===== src/rtl/sar_search_4bit.sv =====
// Successive-approximation search that recovers an external value via a comparator.
// Define SAR_EARLY_EXIT_EN to stop as soon as the comparator reports equality.
module sar_search_4bit #(
    parameter int WIDTH = 4
) (
    input  logic             clk,
    input  logic             rst,
    input  logic             start,
    output logic [WIDTH-1:0] probe,
    output logic             probe_valid,
    input  logic             a_gt_b,
    input  logic             a_lt_b,
    input  logic             a_eq_b,
    output logic             busy,
    output logic             done,
    output logic [WIDTH-1:0] result,
    output logic             error
);

    localparam int KW = (WIDTH > 1) ? $clog2(WIDTH) : 1;
    localparam logic [KW-1:0]    K_TOP   = KW'(WIDTH - 1);
    localparam logic [WIDTH-1:0] TOP_BIT = WIDTH'(1) << (WIDTH - 1);

    typedef enum logic [1:0] {
        IDLE   = 2'd0,
        SEARCH = 2'd1,
        DONE   = 2'd2
    } state_t;

    state_t           state_q;
    logic [KW-1:0]    k_q;
    logic [WIDTH-1:0] result_q;
    logic [WIDTH-1:0] probe_q;
    logic             probe_valid_q;
    logic             busy_q;
    logic             done_q;
    logic             error_q;

    logic [WIDTH-1:0] kmask;
    logic [WIDTH-1:0] result_d;
    logic [WIDTH-1:0] probe_d;
    logic             resp_onehot;
    logic             finish;

    always_comb begin
        kmask        = '0;
        kmask[k_q]   = 1'b1;
        resp_onehot  = ({a_gt_b, a_lt_b, a_eq_b} == 3'b100) ||
                       ({a_gt_b, a_lt_b, a_eq_b} == 3'b010) ||
                       ({a_gt_b, a_lt_b, a_eq_b} == 3'b001);
        // The bit decision looks at a_lt_b alone, even for malformed responses.
        result_d     = a_lt_b ? result_q : (result_q | kmask);
        probe_d      = result_d | (kmask >> 1);
        finish       = (k_q == '0);
`ifdef SAR_EARLY_EXIT_EN
        // Lower bits are still clear here, so result_d is already the final value.
        if (resp_onehot && a_eq_b)
            finish = 1'b1;
`endif
    end

    always_ff @(posedge clk or posedge rst) begin
        if (rst) begin
            state_q       <= IDLE;
            k_q           <= K_TOP;
            result_q      <= '0;
            probe_q       <= '0;
            probe_valid_q <= 1'b0;
            busy_q        <= 1'b0;
            done_q        <= 1'b0;
            error_q       <= 1'b0;
        end else begin
            case (state_q)
                IDLE: begin
                    done_q <= 1'b0;
                    if (start) begin
                        state_q       <= SEARCH;
                        k_q           <= K_TOP;
                        result_q      <= '0;
                        error_q       <= 1'b0;
                        probe_q       <= TOP_BIT;
                        probe_valid_q <= 1'b1;
                        busy_q        <= 1'b1;
                    end
                end
                SEARCH: begin
                    result_q <= result_d;
                    if (!resp_onehot)
                        error_q <= 1'b1;
                    if (finish) begin
                        state_q       <= DONE;
                        probe_q       <= '0;
                        probe_valid_q <= 1'b0;
                        done_q        <= 1'b1;
                    end else begin
                        k_q     <= k_q - KW'(1);
                        probe_q <= probe_d;
                    end
                end
                DONE: begin
                    state_q <= IDLE;
                    done_q  <= 1'b0;
                    busy_q  <= 1'b0;
                    k_q     <= K_TOP;
                end
                default: begin
                    state_q       <= IDLE;
                    probe_q       <= '0;
                    probe_valid_q <= 1'b0;
                    busy_q        <= 1'b0;
                    done_q        <= 1'b0;
                end
            endcase
        end
    end

    assign probe       = probe_q;
    assign probe_valid = probe_valid_q;
    assign busy        = busy_q;
    assign done        = done_q;
    assign result      = result_q;
    assign error       = error_q;

endmodule


===== config.mk =====
export PLATFORM = sky130hd
export DESIGN_NAME = sar_search_4bit
export DESIGN_NICKNAME = d
export VERILOG_FILES = /design/src/rtl/sar_search_4bit.sv
export SDC_FILE = /design/constraint.sdc
export NUM_CORES = 1
export LEC_CHECK = 0
export ABC_AREA = 1
export BUFFER_PORTS_ARGS = -buffer_cell sky130_fd_sc_hd__buf_2
export CORE_ASPECT_RATIO = 0.8
export CORE_MARGIN = 2
export CORE_UTILIZATION = 50
export DETAILED_ROUTE_END_ITERATION = 8
export GPL_ROUTABILITY_DRIVEN = 0
export HOLD_SLACK_MARGIN = 0.15
export PLACE_DENSITY_LB_ADDON = 0.08
export SETUP_SLACK_MARGIN = 0.2
export SLEW_MARGIN = 15
export SYNTH_ARGS = -nofsm -noshare
export SYNTH_HDL_FRONTEND = slang
export SYNTH_SLANG_ARGS = --single-unit

===== constraint.sdc =====
create_clock -name clk -period 2.8 [get_ports clk]
set_input_delay 0.14 -clock clk [delete_from_list [all_inputs] [get_ports clk]]
set_output_delay 0.14 -clock clk [all_outputs]
set_load 0.1 [all_outputs]

==> results.cfg <==
[run_status]
status = finished, final reports clean

[route]
first_iter_violations = 12
firstDrtPassIters = 4
routed-via-count = 621
avgRoutedWirePerCell_microns = 11.24
ant_nets = 0
remaining_drc_errors = 0
number_of_vias_per_cell_after_detailed_routing = 4.566
route.final.wire_length_mm = 1.529

[timing]
headroom_to_the_max_slew_limit = 0.5896
period_share = 0.4999
grt_setup_unrepaired = false
setup_viol_count_final = 0
final-hold-violation-count = 0
fmaxAchievable_mhz = 714.4
skew_ns = 0.007448
sum_of_negative_setup_slack_ns = 0
timing.final.max_slew_violations = 0
max_slew.worst_pin.slew_ns = 0.6149
finalCriticalPeriod_ns = 1.400

[grt]
grt_start_max_net_pins = 17
number_of_antenna_violations_at_the_first_check_in_global_routing = 0
grt_pass1_wl_mm = 2.622
groute.usage.overall = 0.1876
globalRouteOverflowTotal = 0
first_global_vias = 585

[finish]
fin_nets = 125
antenna_diode_count = 0
flow.area_growth_from_synthesis_pct = 18.03
layout-drive-gt1-share = 0.3596
fillers = 148

[logic_synthesis]
synth_top_family_by_area = simple AND/OR/NAND/NOR gates
syn-cell-area_sq_um = 825.8
synth_xor_xnor_area_share = 0
synth.net_count = 102
unique_cell_type_count_in_the_yosys_netlist = 18
compound_cell_area_share_of_the_yosys_netlist = 0.1545
seq_area_frac_synth = 0.4879
yosys_warnings = 0
synth-simple-area-share = 0.2333
synth_adder_area_share = 0.06061
post_synth.cell_area_avg_sq_um = 8.976
post_synthesis_cell_count = 92
synth.mux.area_fraction = 0
synth.ff_latch_count = 16

[clocking]
post-cts-setup-buffer-count = 0
tritoncts = built
cts.htree.levels = 1
clock_latency_ns = 0.28
cts_inserted_buffers = 3
ctsLongestPathBuffers = 2
clk_pin_slew_worst_paths_ns = 0.08
tritoncts_num_sinks = 16
root_buffer = clkbuf_4

[critical_path]
ff2ff_setup_slack_ns = 1.40
critPathArrivalTime_ns = 1.62
reg2reg_from = k_q[0]$_DFFE_PP1P_
worst_r2r_path_depth = 7
cp-start-kind = flop
critPathBufInv = 2
worst_path_largest_cell_delay_ns = 0.58
critical_path.cell_chain = inv_1 -> ha_1 -> inv_1 -> nand2_4 -> nand2_4 -> nand2_1 -> o21ai_2
crit_path_max_fanout = 6
worstReg2RegEnd = k_q[1]$_DFFE_PP1P_
worstPathRequired_ns = 3.02
timing.critical_path.to_type = flop
criticalPathCategory = flop to flop
crit_slowest_cell = dfstp_2
timing.critical_path.max_delay_family = flip-flops

[worst_hold_path]
min-delay-path-class = input port to flop
min-delay-start = start
worst_hold_path.num_cells = 3
worst_hold_path.endpoint = busy$_DFFE_PP0P_

[placed_design]
place_hpwl_mm = 1.192
io_buffer_count = 17

[die]
top_level_pins = 18
die_height_microns = 40.35
die_w_microns = 49.44
initial_core_utilization = 0.5181
rows = 13
floorplan.core_area_sq_um = 1594
die_area_sq_um = 1995

[run]
maxCapViolations = 0
-- sequential cells by signal, summed over array words and instances (netlist names) --
signal	flops
k_q	2
state_q	2
error	1
result	4
probe	4
probe_valid	1
busy	1
done	1
-- routing by layer --
metal | GRT usage | routed length (microns)
met4 | 0.06250 | 17
met2 | 0.3277 | 645
met1 | 0.2235 | 783
met3 | 0.06716 | 82
met5 | 0 | 0
-- worst min-delay path, cell delays in order --
cell and delay, ns:
buf_2 0.14, nand2_4 0.09, nand2_1 0.06
-- per-stage QoR --
step / hold WS (ns) / std cells / util / cell area, sq um / worst slack, ns
final: 0.1743 / 136 / 0.6115 / 974.7 / 1.400
after detailed placement: 0.2431 / 131 / 0.5887 / 938.4 / 1.402
after floorplan: 0.05231 / 92 / - / 825.8 / 1.387
after CTS: 0.1655 / 136 / 0.6115 / 974.7 / 1.396
after global routing: 0.1841 / 136 / 0.6115 / 974.7 / 1.280
after global placement: 0.2352 / 131 / 0.5887 / 938.4 / 1.446
-- what timing repair did --
| action | in CTS | in global routing |
|---|---|---|
| resized for setup | 0 | 0 |
| hold buffers | 1 | 0 |
| endpoints found under the hold margin | 14 | 0 |
| setup endpoints to repair | 0 | 0 |
-- cell usage in the layout (no fill, tap or decap), drive strengths merged --
| cell | netlist | layout |
|---|---|---|
| o21ai | 14 | 14 |
| ha | 4 | 4 |
| dlygate4sd3 | 0 | 1 |
| o21bai | 1 | 1 |
| nand3 | 2 | 2 |
| clkbuf | 0 | 4 |
| a21oi | 4 | 4 |
| nor2 | 9 | 9 |
| nand2 | 28 | 28 |
| buf | 0 | 17 |
| inv | 14 | 14 |
| dfstp | 2 | 2 |
| dfrtp | 14 | 14 |
-- final cells by class --
cell class | count | area, sq um | share of cell area
clock buffer | 4 | 26.28 | 0.02696
tap | 22 | 27.53 | 0.02824
timing repair buffer | 18 | 95.09 | 0.09756
sequential | 16 | 402.9 | 0.4133
inverter | 14 | 52.55 | 0.05392
multi-input combinational | 62 | 370.4 | 0.3800
-- worst max path at each step --
stage	start	to	slack (ns)	cells after the start
finish	k_q[0]$_DFFE_PP1P_	k_q[1]$_DFFE_PP1P_	1.40	7
global route	k_q[0]$_DFFE_PP1P_	k_q[1]$_DFFE_PP1P_	1.28	7
CTS	k_q[0]$_DFFE_PP1P_	k_q[1]$_DFFE_PP1P_	1.40	7
detailed placement	k_q[0]$_DFFE_PP1P_	probe[0]$_DFFE_PP0P_	1.40	6
global placement	k_q[0]$_DFFE_PP1P_	probe[0]$_DFFE_PP0P_	1.45	6
floorplan	result[0]$_DFFE_PP0P_	probe[0]$_DFFE_PP0P_	1.39	4
-- cells by family (layout without fill, tap and decap cells) --
logic type	count (synthesis)	in the layout
compound gates	19	19
flops	16	16
simple gates	39	39
buf+inv	14	36
fa+ha+maj	4	4
-- cells in the mapped netlist, drive strengths merged --
| library cell | n | share of area |
|---|---|---|
| o21ai | 14 | 0.12 |
| dfstp | 2 | 0.064 |
| dfrtp | 14 | 0.42 |
| nand3 | 2 | 0.012 |
| o21bai | 1 | 0.0091 |
| nand2 | 28 | 0.16 |
| a21oi | 4 | 0.029 |
| inv | 14 | 0.064 |
| nor2 | 9 | 0.064 |
| ha | 4 | 0.061 |
Power is left out: the tool's default activity adds up to more than one toggle a clock period on the data nets, which glitch-free logic cannot reach.
